**src/rtl/nor_logic_sequencer.sv**
```systemverilog
// -----------------------------------------------------------------------------
// nor_logic_sequencer
//
// Multi-pass controller that time-shares one external WIDTH-bit bitwise NOR
// unit to compute NOR, OR, AND, NAND, XOR, XNOR and NOTA. One NOR pass is
// issued per RUN cycle. Intermediate values are kept in the temps t1..t3, and
// the final value is returned over a valid/ready response channel.
//
// Handshakes (both channels): a transfer happens on a rising clk edge where
// valid && ready are both high. The request side is ready only in IDLE. The
// response side holds resp_valid, resp_result and resp_err stable until the
// consumer takes the result with resp_ready.
//
// Parameters
//   WIDTH       operand/result width, also the width of the shared NOR unit
//   ERR_VALUE   result returned for the illegal opcode 3'b111
//
// Ports
//   clk, rst_n               clock (rising edge), asynchronous active-low reset
//   req_valid / req_ready    request handshake (req_ready high only in IDLE)
//   req_op, req_a, req_b     opcode and operands, captured on acceptance
//   nor_a, nor_b, nor_r      shared NOR unit (nor_r is combinational)
//   resp_valid / resp_ready  response handshake
//   resp_result, resp_err    final value and illegal-opcode flag
//   busy                     high whenever the FSM is not in IDLE
//   perf_passes              (only with NOR_SEQ_PERF_CNT_EN) count of RUN cycles
//
// Configuration macro: NOR_SEQ_PERF_CNT_EN adds the perf_passes counter port.
// -----------------------------------------------------------------------------
module nor_logic_sequencer #(
  parameter int               WIDTH     = 32,
  parameter logic [WIDTH-1:0] ERR_VALUE = '0
) (
  input  logic             clk,
  input  logic             rst_n,
  input  logic             req_valid,
  output logic             req_ready,
  input  logic [2:0]       req_op,
  input  logic [WIDTH-1:0] req_a,
  input  logic [WIDTH-1:0] req_b,
  output logic [WIDTH-1:0] nor_a,
  output logic [WIDTH-1:0] nor_b,
  input  logic [WIDTH-1:0] nor_r,
  output logic             resp_valid,
  input  logic             resp_ready,
  output logic [WIDTH-1:0] resp_result,
  output logic             resp_err,
`ifdef NOR_SEQ_PERF_CNT_EN
  output logic [31:0]      perf_passes,
`endif
  output logic             busy
);

  localparam logic [2:0] OP_NOR  = 3'b000;
  localparam logic [2:0] OP_OR   = 3'b001;
  localparam logic [2:0] OP_AND  = 3'b010;
  localparam logic [2:0] OP_NAND = 3'b011;
  localparam logic [2:0] OP_XOR  = 3'b100;
  localparam logic [2:0] OP_XNOR = 3'b101;
  localparam logic [2:0] OP_NOTA = 3'b110;
  localparam logic [2:0] OP_ILL  = 3'b111;

  typedef enum logic [1:0] {
    S_IDLE = 2'd0,
    S_RUN  = 2'd1,
    S_DONE = 2'd2
  } state_t;

  // Where the NOR output of the current pass is written.
  typedef enum logic [1:0] {
    D_T1 = 2'd0,
    D_T2 = 2'd1,
    D_T3 = 2'd2,
    D_R  = 2'd3
  } dest_t;

  state_t           state_q, state_d;
  logic [2:0]       op_q;
  logic [WIDTH-1:0] a_q, b_q;
  logic [WIDTH-1:0] t1_q, t2_q, t3_q;
  logic [2:0]       pass_q;
  logic             err_settle_q;
  dest_t            dest;
  logic             accept;
  logic             last_pass;

  assign accept    = req_valid && req_ready;
  assign last_pass = (state_q == S_RUN) && (dest == D_R);

  // ---------------------------------------------------------------------------
  // State register
  // ---------------------------------------------------------------------------
  always_ff @(posedge clk or negedge rst_n) begin
    if (!rst_n) begin
      state_q <= S_IDLE;
    end else begin
      state_q <= state_d;
    end
  end

  // ---------------------------------------------------------------------------
  // Next-state logic
  // ---------------------------------------------------------------------------
  always_comb begin
    state_d = state_q;
    case (state_q)
      S_IDLE: begin
        if (accept) begin
          state_d = (req_op == OP_ILL) ? S_DONE : S_RUN;
        end
      end
      S_RUN: begin
        if (last_pass) begin
          state_d = S_DONE;
        end
      end
      S_DONE: begin
        if (resp_valid && resp_ready) begin
          state_d = S_IDLE;
        end
      end
      default: state_d = S_IDLE;
    endcase
  end

  // ---------------------------------------------------------------------------
  // Output logic: handshake flags and the NOR pass table
  // ---------------------------------------------------------------------------
  // req_ready is gated by rst_n so that every output reads 0 while reset is
  // asserted; it rises as soon as reset is released.
  assign req_ready = (state_q == S_IDLE) && rst_n;
  assign busy      = (state_q != S_IDLE);
  // An illegal opcode enters DONE straight from IDLE, but its response is held
  // back for one cycle so it appears one edge after acceptance.
  assign resp_valid = (state_q == S_DONE) && !err_settle_q;

  always_comb begin
    nor_a = '0;
    nor_b = '0;
    dest  = D_R;
    if (state_q == S_RUN) begin
      case (op_q)
        OP_NOR: begin
          nor_a = a_q; nor_b = b_q; dest = D_R;
        end
        OP_NOTA: begin
          nor_a = a_q; nor_b = a_q; dest = D_R;
        end
        OP_OR: begin
          case (pass_q)
            3'd0:    begin nor_a = a_q;  nor_b = b_q;  dest = D_T1; end
            default: begin nor_a = t1_q; nor_b = t1_q; dest = D_R;  end
          endcase
        end
        OP_AND, OP_NAND: begin
          // AND ends at pass 2; NAND parks that value in t3 and inverts it.
          case (pass_q)
            3'd0: begin nor_a = a_q; nor_b = a_q; dest = D_T1; end
            3'd1: begin nor_a = b_q; nor_b = b_q; dest = D_T2; end
            3'd2: begin
              nor_a = t1_q;
              nor_b = t2_q;
              dest  = (op_q == OP_AND) ? D_R : D_T3;
            end
            default: begin nor_a = t3_q; nor_b = t3_q; dest = D_R; end
          endcase
        end
        OP_XNOR, OP_XOR: begin
          // XNOR ends at pass 3; XOR parks that value in t3 and inverts it.
          case (pass_q)
            3'd0: begin nor_a = a_q; nor_b = b_q;  dest = D_T1; end
            3'd1: begin nor_a = a_q; nor_b = t1_q; dest = D_T2; end
            3'd2: begin nor_a = b_q; nor_b = t1_q; dest = D_T3; end
            3'd3: begin
              nor_a = t2_q;
              nor_b = t3_q;
              dest  = (op_q == OP_XNOR) ? D_R : D_T3;
            end
            default: begin nor_a = t3_q; nor_b = t3_q; dest = D_R; end
          endcase
        end
        default: begin
          // Illegal opcodes never enter RUN; finish at once if one ever does.
          dest = D_R;
        end
      endcase
    end
  end

  // ---------------------------------------------------------------------------
  // Datapath registers: captured request, temps, pass index, response
  // ---------------------------------------------------------------------------
  always_ff @(posedge clk or negedge rst_n) begin
    if (!rst_n) begin
      op_q         <= 3'b000;
      a_q          <= '0;
      b_q          <= '0;
      t1_q         <= '0;
      t2_q         <= '0;
      t3_q         <= '0;
      pass_q       <= 3'd0;
      resp_result  <= '0;
      resp_err     <= 1'b0;
      err_settle_q <= 1'b0;
    end else begin
      err_settle_q <= accept && (req_op == OP_ILL);
      if (accept) begin
        op_q   <= req_op;
        a_q    <= req_a;
        b_q    <= req_b;
        pass_q <= 3'd0;
        if (req_op == OP_ILL) begin
          resp_result <= ERR_VALUE;
          resp_err    <= 1'b1;
        end
      end else if (state_q == S_RUN) begin
        pass_q <= pass_q + 3'd1;
        case (dest)
          D_T1: t1_q <= nor_r;
          D_T2: t2_q <= nor_r;
          D_T3: t3_q <= nor_r;
          default: begin
            resp_result <= nor_r;
            resp_err    <= 1'b0;
          end
        endcase
      end
    end
  end

`ifdef NOR_SEQ_PERF_CNT_EN
  // Free-running count of NOR passes issued; wraps naturally at 32 bits.
  always_ff @(posedge clk or negedge rst_n) begin
    if (!rst_n) begin
      perf_passes <= 32'd0;
    end else if (state_q == S_RUN) begin
      perf_passes <= perf_passes + 32'd1;
    end
  end
`endif

endmodule

```
**config.mk**
```make
export PLATFORM = sky130hd
export DESIGN_NAME = nor_logic_sequencer
export DESIGN_NICKNAME = d
export VERILOG_FILES = /design/src/rtl/nor_logic_sequencer.sv
export SDC_FILE = /design/constraint.sdc
export NUM_CORES = 1
export LEC_CHECK = 0
export ABC_AREA = 1
export CAP_MARGIN = 20
export CORE_ASPECT_RATIO = 0.9
export CORE_UTILIZATION = 29
export DETAILED_ROUTE_END_ITERATION = 8
export GPL_TIMING_DRIVEN = 0
export SYNTH_ARGS = -nofsm -noshare
export SYNTH_HDL_FRONTEND = slang
export SYNTH_SLANG_ARGS = --single-unit
```
**constraint.sdc**
```tcl
create_clock -name clk -period 5.9 [get_ports clk]
set_clock_uncertainty 0.15 [all_clocks]
set_input_delay 1.18 -clock clk [delete_from_list [all_inputs] [get_ports clk]]
set_output_delay 1.18 -clock clk [all_outputs]
set_load 0.05 [all_outputs]
```
; Word-level counts from Yosys, hierarchy flattened
; Cells that the tools add are included.
; Widths: inputs -> output; s select.
[op_classes]
addsub = 1
eq_ne = 20
muxes = 32
bitwise = 1
n_reduce_logical = 24
[ops]
columns = op, count
row1 = $pmux 32 s3, 3
row2 = $mux 32, 8
row3 = $pmux 32 s5, 1
row4 = $pmux 32 s4, 1
row5 = $pmux 32 s2, 1
row6 = $pmux 2 s3, 3
row7 = $reduce_and 3->1, 5
row8 = $eq 3x2->1 const B, 4
row9 = $eq 3x3->1 const B, 4
row10 = $mux 2, 6
row11 = $reduce_or 2->1, 5
row12 = $pmux 2 s4, 1
row13 = $eq 2x2->1 const B, 3
row14 = $eq 3x1->1 const B, 2
row15 = $logic_and 1x1->1, 6
row16 = $logic_not 3->1, 2
row17 = $mux 1, 6
row18 = $mux 3, 2
row19 = $ne 2x2->1 const B, 3
row20 = $eq 2x1->1 const B, 2
row21 = $logic_not 2->1, 2
row22 = $ne 2x1->1 const B, 2
row23 = $reduce_bool 2->1, 2
row24 = $add 3x1->3 const B, 1
row25 = other kinds (3), 3
[word_totals]
reg_bits = 202
in_bits = 103
out_inout_bits = 100
wordCells = 89

; Longest topological paths before layout
; Gate-level depths: netlist (run 1).
[logic_depth]
word_depth = 10
mapped_depth = 13
ltp_nobuf = 12

; Worst setup path after synthesis (run 1)
; No wires, ideal clock.
[synth_timing]
path_kind = register -> output
start = reg pass_q[0]
end = out nor_a[2]
t_arrival_ns = 2.335
required_ns = 4.570
setup_slack_ns = 2.235
path_stages_with_launch = 14
path_buffers = 1
path_cell_list = dfrtp_1 -> inv_1 -> ha_1 -> inv_1 -> nor2_1 -> buf_2 -> nand2_1 -> o21ai_0 -> inv_1 -> nand2_1 -> nand3_1 -> nand2_1 -> nor2_1 -> nor2_1
[synth_via]
elab_chain_len = 5
word_cells_on_any_way = 10
cone_classes = eq/ne (3) / mux (5) / reduce/logical (2)
[synth_lines]
columns = element, line
row1 = start: declaration, 81  ; logic [2:0] pass_q;
row2 = start signal: assignment, 217  ; pass_q <= pass_q + 3'd1;
row3 = $eq 3x1->1 or $logic_not 3->1 (tied branches), "157, 170, 150"
row4 = $reduce_or 2->1 (no line), n/a
row5 = $pmux 32 s3, 170  ; case (pass_q)
row6 = $pmux 32 s4 (*), 142  ; case (op_q)
row7 = $mux 32 (*), 141  ; if (state_q == S_RUN) begin
row8 = end: declaration, 41  ; output logic [WIDTH-1:0] nor_a,
; Every way passes the cells marked *; elsewhere a longest branch is shown, timed or not.

; Worst setup path after layout (run 1)
[layout_timing]
start = reg pass_q[0]
end = out nor_a[27]
; Same word-level chain as after synthesis.

==> metrics, run 1 <==
outcome=completed; Final ANT Viol Nets=0; vias in the first global route=around 15k; Synth area leader=dfrtp_1; Worst path slowest cell=clkdlybuf4s50_1; post-synth top area share=0.368; DIE HEIGHT=approximately 210 um; CP Capture Type=primary output; Num CTS Buffers=25; Cells after DPL=3041; DIE AREA=0.0482 mm2; post-layout util=0.372; clock sink total=202; fillers=5042; commonest cells in the synthesized netlist=856 x nand2_1, 251 x inv_1, 205 x nand3_1; FF/Latch Area=roughly 0.0051 mm2; CTS tree=done; # rows=75; worst slew pin tran=slightly above 1000 ps; critical path fanouts, max=10; total wire length=between 60 and 70 mm; fin nets=between 2k and 3k; Clk Latency, worst-skew pair=580 ps; Hold WS=319 ps; Worst EP required=roughly 4600 ps; Vias=around 16k; fin crit share=0.961; Max Clk Rate=around 180 MHz; number of synthesized flops with an enable pin=0; critical setup path kind=reg2out; GRT Overall Usage=0.278; #FFs+latches synth=roughly 200; DRC viols=0; pin count of the biggest net entering global routing=112; io pins=between 200 and 250; PortBufs=202; Leakage=between 8 and 9 nW; most frequent cell after synthesis=nand2_1; ys async rst share=1.00; Setup TNS Final=0 ps; final slew viol count=0; initial DRC count=roughly 1.8k; layout cells sized above 1=0.0470; Min-Delay Path Class=reg2reg; Syn Inst Count=~2.2k; Mean Syn Cell Area=6.18 um2; sequential share of the synthesized area=0.368; GPL Wtd Cong=1.01; Final setup viols=0; initial antenna violation count=0; Worst Setup Start Kind=flip-flop; Avg WL per Cell=21.9 um; Synth Cell Area=0.0137 mm2; RSZ-0062 raised after global routing=false; Worst R2R Setup Slack=around 3000 ps; 1st-pass router iterations=6; vias per cell=approximately 5; clock slew at reported path FFs=approximately 60 ps; Top cell by count, worst path=nor2_1; grt ovf=0; crit path time final=~5700 ps; Hold Vio Cnt, Final=0; Multi-input gate area=a little over 0.007 mm2; Relative slew margins=0.308; clk buf depth=3; syn_nets=around 2.3k; initial core utilization=0.294; Post-CTS Hold Fix Bufs=0; WP data arrival=4340 ps; Ys Warns=0; clk root buf=clkbuf_16; Post-Layout Cell Count=3087; global-route wire length before repair=between 90 and 100 mm; post-DP HPWL=~50 mm; post-synth cell types=30; max-cap violations=0; crit-path max cell delay=770 ps; Die Wd=approximately 230 um; worst path cell trace=inv_1 -> ha_1 -> o21ai_1 -> clkbuf_1 -> clkbuf_1 -> o22ai_1 -> nor2_1 -> nor2_1 -> nor2_1 -> nor2_1 -> clkdlybuf4s50_1; Core ar.=0.0466 mm2; dominant synthesized flop cell=dfrtp_1; Cell Pwr Density=roughly 710 mW/mm2; area delta synth->final=26.5%; H-tree depth=1; Worst VDD drop=approximately 280 uV; largest cells by area after synthesis=dfrtp_1 37%, nand2_1 23%, nand3_1 7.5%
## state kept, by name, summed over array words and instances, names as in the netlist
register      count
a_q              32
b_q              32
resp_result      32
t1_q             32
t2_q             32
t3_q             32
op_q              3
pass_q            3
state_q           2
err_settle_q      1
resp_err          1
## routing by layer
layer / GRT usage / up-vias / part of all wire
li1: - / 7469 / -
met1: 0.397 / 7432 / 0.45
met2: 0.409 / 810 / 0.41
met3: 0.0610 / 134 / 0.099
met4: 0.0993 / 0 / 0.040
met5: 0 / - / 0
## critical path, delay by kind of cell, from the launching register on
kind / cells / cell delay, ps
compound gates: 2 / 510
fa+ha+maj: 1 / 250
buf+inv: 4 / 2250
flops: 1 / 380
simple gates: 4 / 390
## final timing paths
| check | cells past startpoint | endpoint | from |
|---|---|---|---|
| setup / recovery | 11 | nor_a[27] | pass_q[0]$_DFFE_PN0P_ |
| hold / removal | 2 | resp_result[1]$_DFFE_PN0P_ | resp_result[1]$_DFFE_PN0P_ |
| setup reg to reg | 7 | resp_result[13]$_DFFE_PN0P_ | state_q[1]$_DFFE_PN0P_ |
| hold reg to reg | 2 | resp_result[1]$_DFFE_PN0P_ | resp_result[1]$_DFFE_PN0P_ |
| max in group asynchronous | 2 | b_q[19]$_DFFE_PN0P_ | rst_n |
| min in group asynchronous | 1 | resp_result[1]$_DFFE_PN0P_ | rst_n |
## layout make-up
class / instances / share of cell area
multi-input cells: 1625 / 0.409
flip-flops and latches: 202 / 0.291
repair buffers: 203 / 0.118
inverters: 259 / 0.0560
well taps: 616 / 0.0444
clock buffers: 34 / 0.0391
plain buffers: 136 / 0.0347
clock inverters: 11 / 0.00735
diodes: 1 / 0.000144
## layout by cell type, fill, tap and decap left out, types with 2 or more instances in the layout
master           count
a21oi_1             56
buf_1               13
buf_2               43
buf_4                8
bufinv_16            2
clkbuf_1            78
clkbuf_16           25
clkbuf_8             2
clkdlybuf4s50_1    201
clkinv_1             2
clkinv_2             5
clkinvlp_4           3
dfrtp_1            202
ha_1                 5
inv_1              251
inv_2                6
nand2_1            856
nand2_2              5
nand3_1            205
nand3b_1            13
nand4_1             34
nor2_1             188
nor2_2               6
o21ai_0            187
o22ai_1             60
## where the power goes
group | internal (mW) | switching [mW] | total, mW
clock | 0.899 | 0.670 | 1.57
combinational | 2.21 | 5.86 | 8.07
sequential | 2.01 | 0.619 | 2.62
total | 5.11 | 7.15 | 12.3
## logic make-up (layout without fill, tap and decap cells)
| kind of cell | count (synthesis) | in the layout | synth area share |
|---|---|---|---|
| AND/OR/NAND/NOR | 1313 | 1313 | 0.394 |
| buffers and inverters | 395 | 643 | 0.115 |
| AO/OA/AOI/OAI | 307 | 307 | 0.119 |
| flip-flops | 202 | 202 | 0.368 |
| adder cells (fa/ha/maj) | 5 | 5 | 0.00456 |
| other | 0 | 1 | 0 |
## per-stage QoR
step	instance area [um2]	setup slack, ps	total power [mW]
final	17400	231	12.3
after global routing	17400	86.9	13.0
after CTS	17400	97.9	12.0
after detailed placement	16600	700	10.4
after global placement	16500	-5850	10.4
after floorplan	13700	2230	7.41
## timing repair
item                       CTS  global route
setup endpoints to repair    0             1
gates resized for setup      0             1
setup buffers                0             0
Note: power is estimated with default switching activity, not from simulation.
==> run 2, diff against run 1 <==
--- a/config.mk
+++ b/config.mk
@@ -11,6 +11,7 @@
 export CORE_UTILIZATION = 29
 export DETAILED_ROUTE_END_ITERATION = 8
 export GPL_TIMING_DRIVEN = 0
+export SETUP_SLACK_MARGIN = 0.3
 export SYNTH_ARGS = -nofsm -noshare
 export SYNTH_HDL_FRONTEND = slang
 export SYNTH_SLANG_ARGS = --single-unit
==> run 2 against run 1 <==
  * Final cell count did not move
  * Clock power about the same
  * Setup slack gained 160 ps
  * Global-route usage about the same
  * Final area barely moved
  * Sequential power is essentially flat
  * Critical endpoint unchanged
  * Largest cell class unchanged
==> metrics, run 2 (synthesis results as in run 1) <==
outcome=completed; fin nets=around 2.6k; grt ovf=0; pin count of the biggest net entering global routing=~110; clk root buf=clkbuf_16; commonest non-fill, non-tap cell in the layout=nand2_1; Worst Setup Start Kind=flip-flop; CTS tree=done; clock sink total=just over 200; Cells after DPL=3041; Switching Share=0.582; vias in the first global route=15.2k; # rows=between 70 and 80; clock share of power=0.128; GPL Wtd Cong=approximately 1.0; Final setup viols=0; DIE AREA=roughly 0.048 mm2; Hold Vio Cnt, Final=0; final slew viol count=0; Leakage=about 8.7 nW; DIE HEIGHT=approximately 210 um; Worst EP required=4570 ps; crit path time final=between 5000 and 6000 ps; Avg WL per Cell=21.9 um; critical path fanouts, max=10; initial core utilization=0.294; worst slew pin tran=between 1000 and 1500 ps; Placement Cell Area=~0.017 mm2; commonest cells after routing, fill and taps aside=856 x nand2_1, 251 x inv_1, 205 x nand3_1; internal cell power=between 5 and 6 mW; global-route wire length before repair=99.3 mm; Final ANT Viol Nets=0; critical setup path kind=reg2out; Post-Layout Cell Count=3087; clk buf depth=3; Core ar.=~0.047 mm2; H-tree depth=1; Vias=between 15k and 20k; post-DP HPWL=around 50 mm; WP data arrival=~4200 ps; Worst VDD drop=292 uV; layout cells sized above 1=0.0482; sw power=7.13 mW; R2R Path Start=state_q[1]$_DFFE_PN0P_; hold path startpoint=resp_result[1]$_DFFE_PN0P_; total wire length=just under 70 mm; Relative slew margins=0.303; clock slew at reported path FFs=around 60 ps; Die Wd=between 200 and 250 um; initial antenna violation count=0; io pins=approximately 200; RSZ-0062 raised after global routing=false; Num CTS Buffers=25; area delta synth->final=26.5%; 1st-pass router iterations=6; Design Area, Final=around 0.017 mm2; Crit. Startpoint=pass_q[0]$_DFFE_PN0P_; Post-CTS Setup Inserts=0; vias per cell=a little over 5; GRT Overall Usage=0.278; Clk Latency, worst-skew pair=580 ps; Cell Pwr Density=approximately 700 mW/mm2; fin crit share=0.933; PortBufs=202; CP Capture Type=primary output; DRC viols=0; Flop pwr share=0.214; total power=around 12 mW; worst r2r path cells=7; Comb pwr share=0.658; Cells on Worst Hold Path=2; max-cap violations=0; Min-Delay Path Class=reg2reg; initial DRC count=between 1.5k and 2k; Max Clk Rate=182 MHz
-- run 2: cell counts in the layout (fill, tap and decap cells not counted) --
Identical to the previous run, type by type.
-- run 2: cell type report --
cell class	count	area (um2)
Fill cell	5039	29300
Multi-Input combinational cell	1625	7100
Sequential cell	202	5050
Timing Repair Buffer	203	2050
Inverter	259	972
Tap cell	616	771
Clock buffer	34	679
Buffer	136	606
Clock inverter	11	128
Antenna cell	1	2.50
-- run 2: path summary, 6_finish.rpt --
path,endpoint,slack [ps]
setup / recovery,nor_a[27],390
hold / removal,resp_result[1]$_DFFE_PN0P_,320
setup reg to reg,resp_result[13]$_DFFE_PN0P_,3010
hold reg to reg,resp_result[1]$_DFFE_PN0P_,320
max in group asynchronous,b_q[19]$_DFFE_PN0P_,4090
min in group asynchronous,resp_result[1]$_DFFE_PN0P_,460
-- run 2: stage by stage --
step	setup WS (ps)	hold slack (ps)	util	TNS, ps
floorplan	2230	292	-	0
global placement	-5850	307	0.354	-1678290
detailed placement	700	309	0.355	0
CTS	340	322	0.372	0
global route	340	343	0.372	0
finish	393	319	0.372	0
-- run 2: timing repair --
action / CTS / global route
resized for setup: 1 / 7
hold buffers: 0 / 0
pin swaps: 0 / 0
setup endpoints to repair: 33 / 17
-- run 2: metal layers --
layer,wire length (um),GRT usage
met5,0,0
met2,27900,0.409
met3,6620,0.0620
met1,30300,0.396
met4,2730,0.0984
-- run 2: power groups by stage --
| stage | sequential (mW) | combinational [mW] | clock (mW) |
|---|---|---|---|
| global route | 2.68 | 8.67 | 1.64 |
| detailed placement | 2.58 | 7.83 | 0 |
| finish | 2.62 | 8.06 | 1.57 |
| global placement | 2.59 | 7.80 | 0 |
| CTS | 2.58 | 7.86 | 1.59 |
| floorplan | 2.68 | 4.73 | 0 |
-- run 2: worst max-delay path: stages, from the launching register on --
cell             delay (ps)
dfrtp_1                 380
inv_1                   100
ha_1                    220
nand2_1                 190
clkbuf_1                520
clkbuf_1                610
o21ai_0                 160
nand2_1                  90
nand3_1                  60
nand2_1                 130
nor2_1                   50
nor2_1                  230
clkdlybuf4s50_1         880
==> run 3, diff against run 2 <==
--- a/config.mk
+++ b/config.mk
@@ -11,7 +11,9 @@
 export CORE_UTILIZATION = 29
 export DETAILED_ROUTE_END_ITERATION = 8
 export GPL_TIMING_DRIVEN = 0
+export HOLD_SLACK_MARGIN = 0.02
 export SETUP_SLACK_MARGIN = 0.3
+export SKIP_LAST_GASP = 1
 export SYNTH_ARGS = -nofsm -noshare
 export SYNTH_HDL_FRONTEND = slang
 export SYNTH_SLANG_ARGS = --single-unit
==> results of run 3 <==
No change in the layout: final DEF, timing and power equal those of run 2.
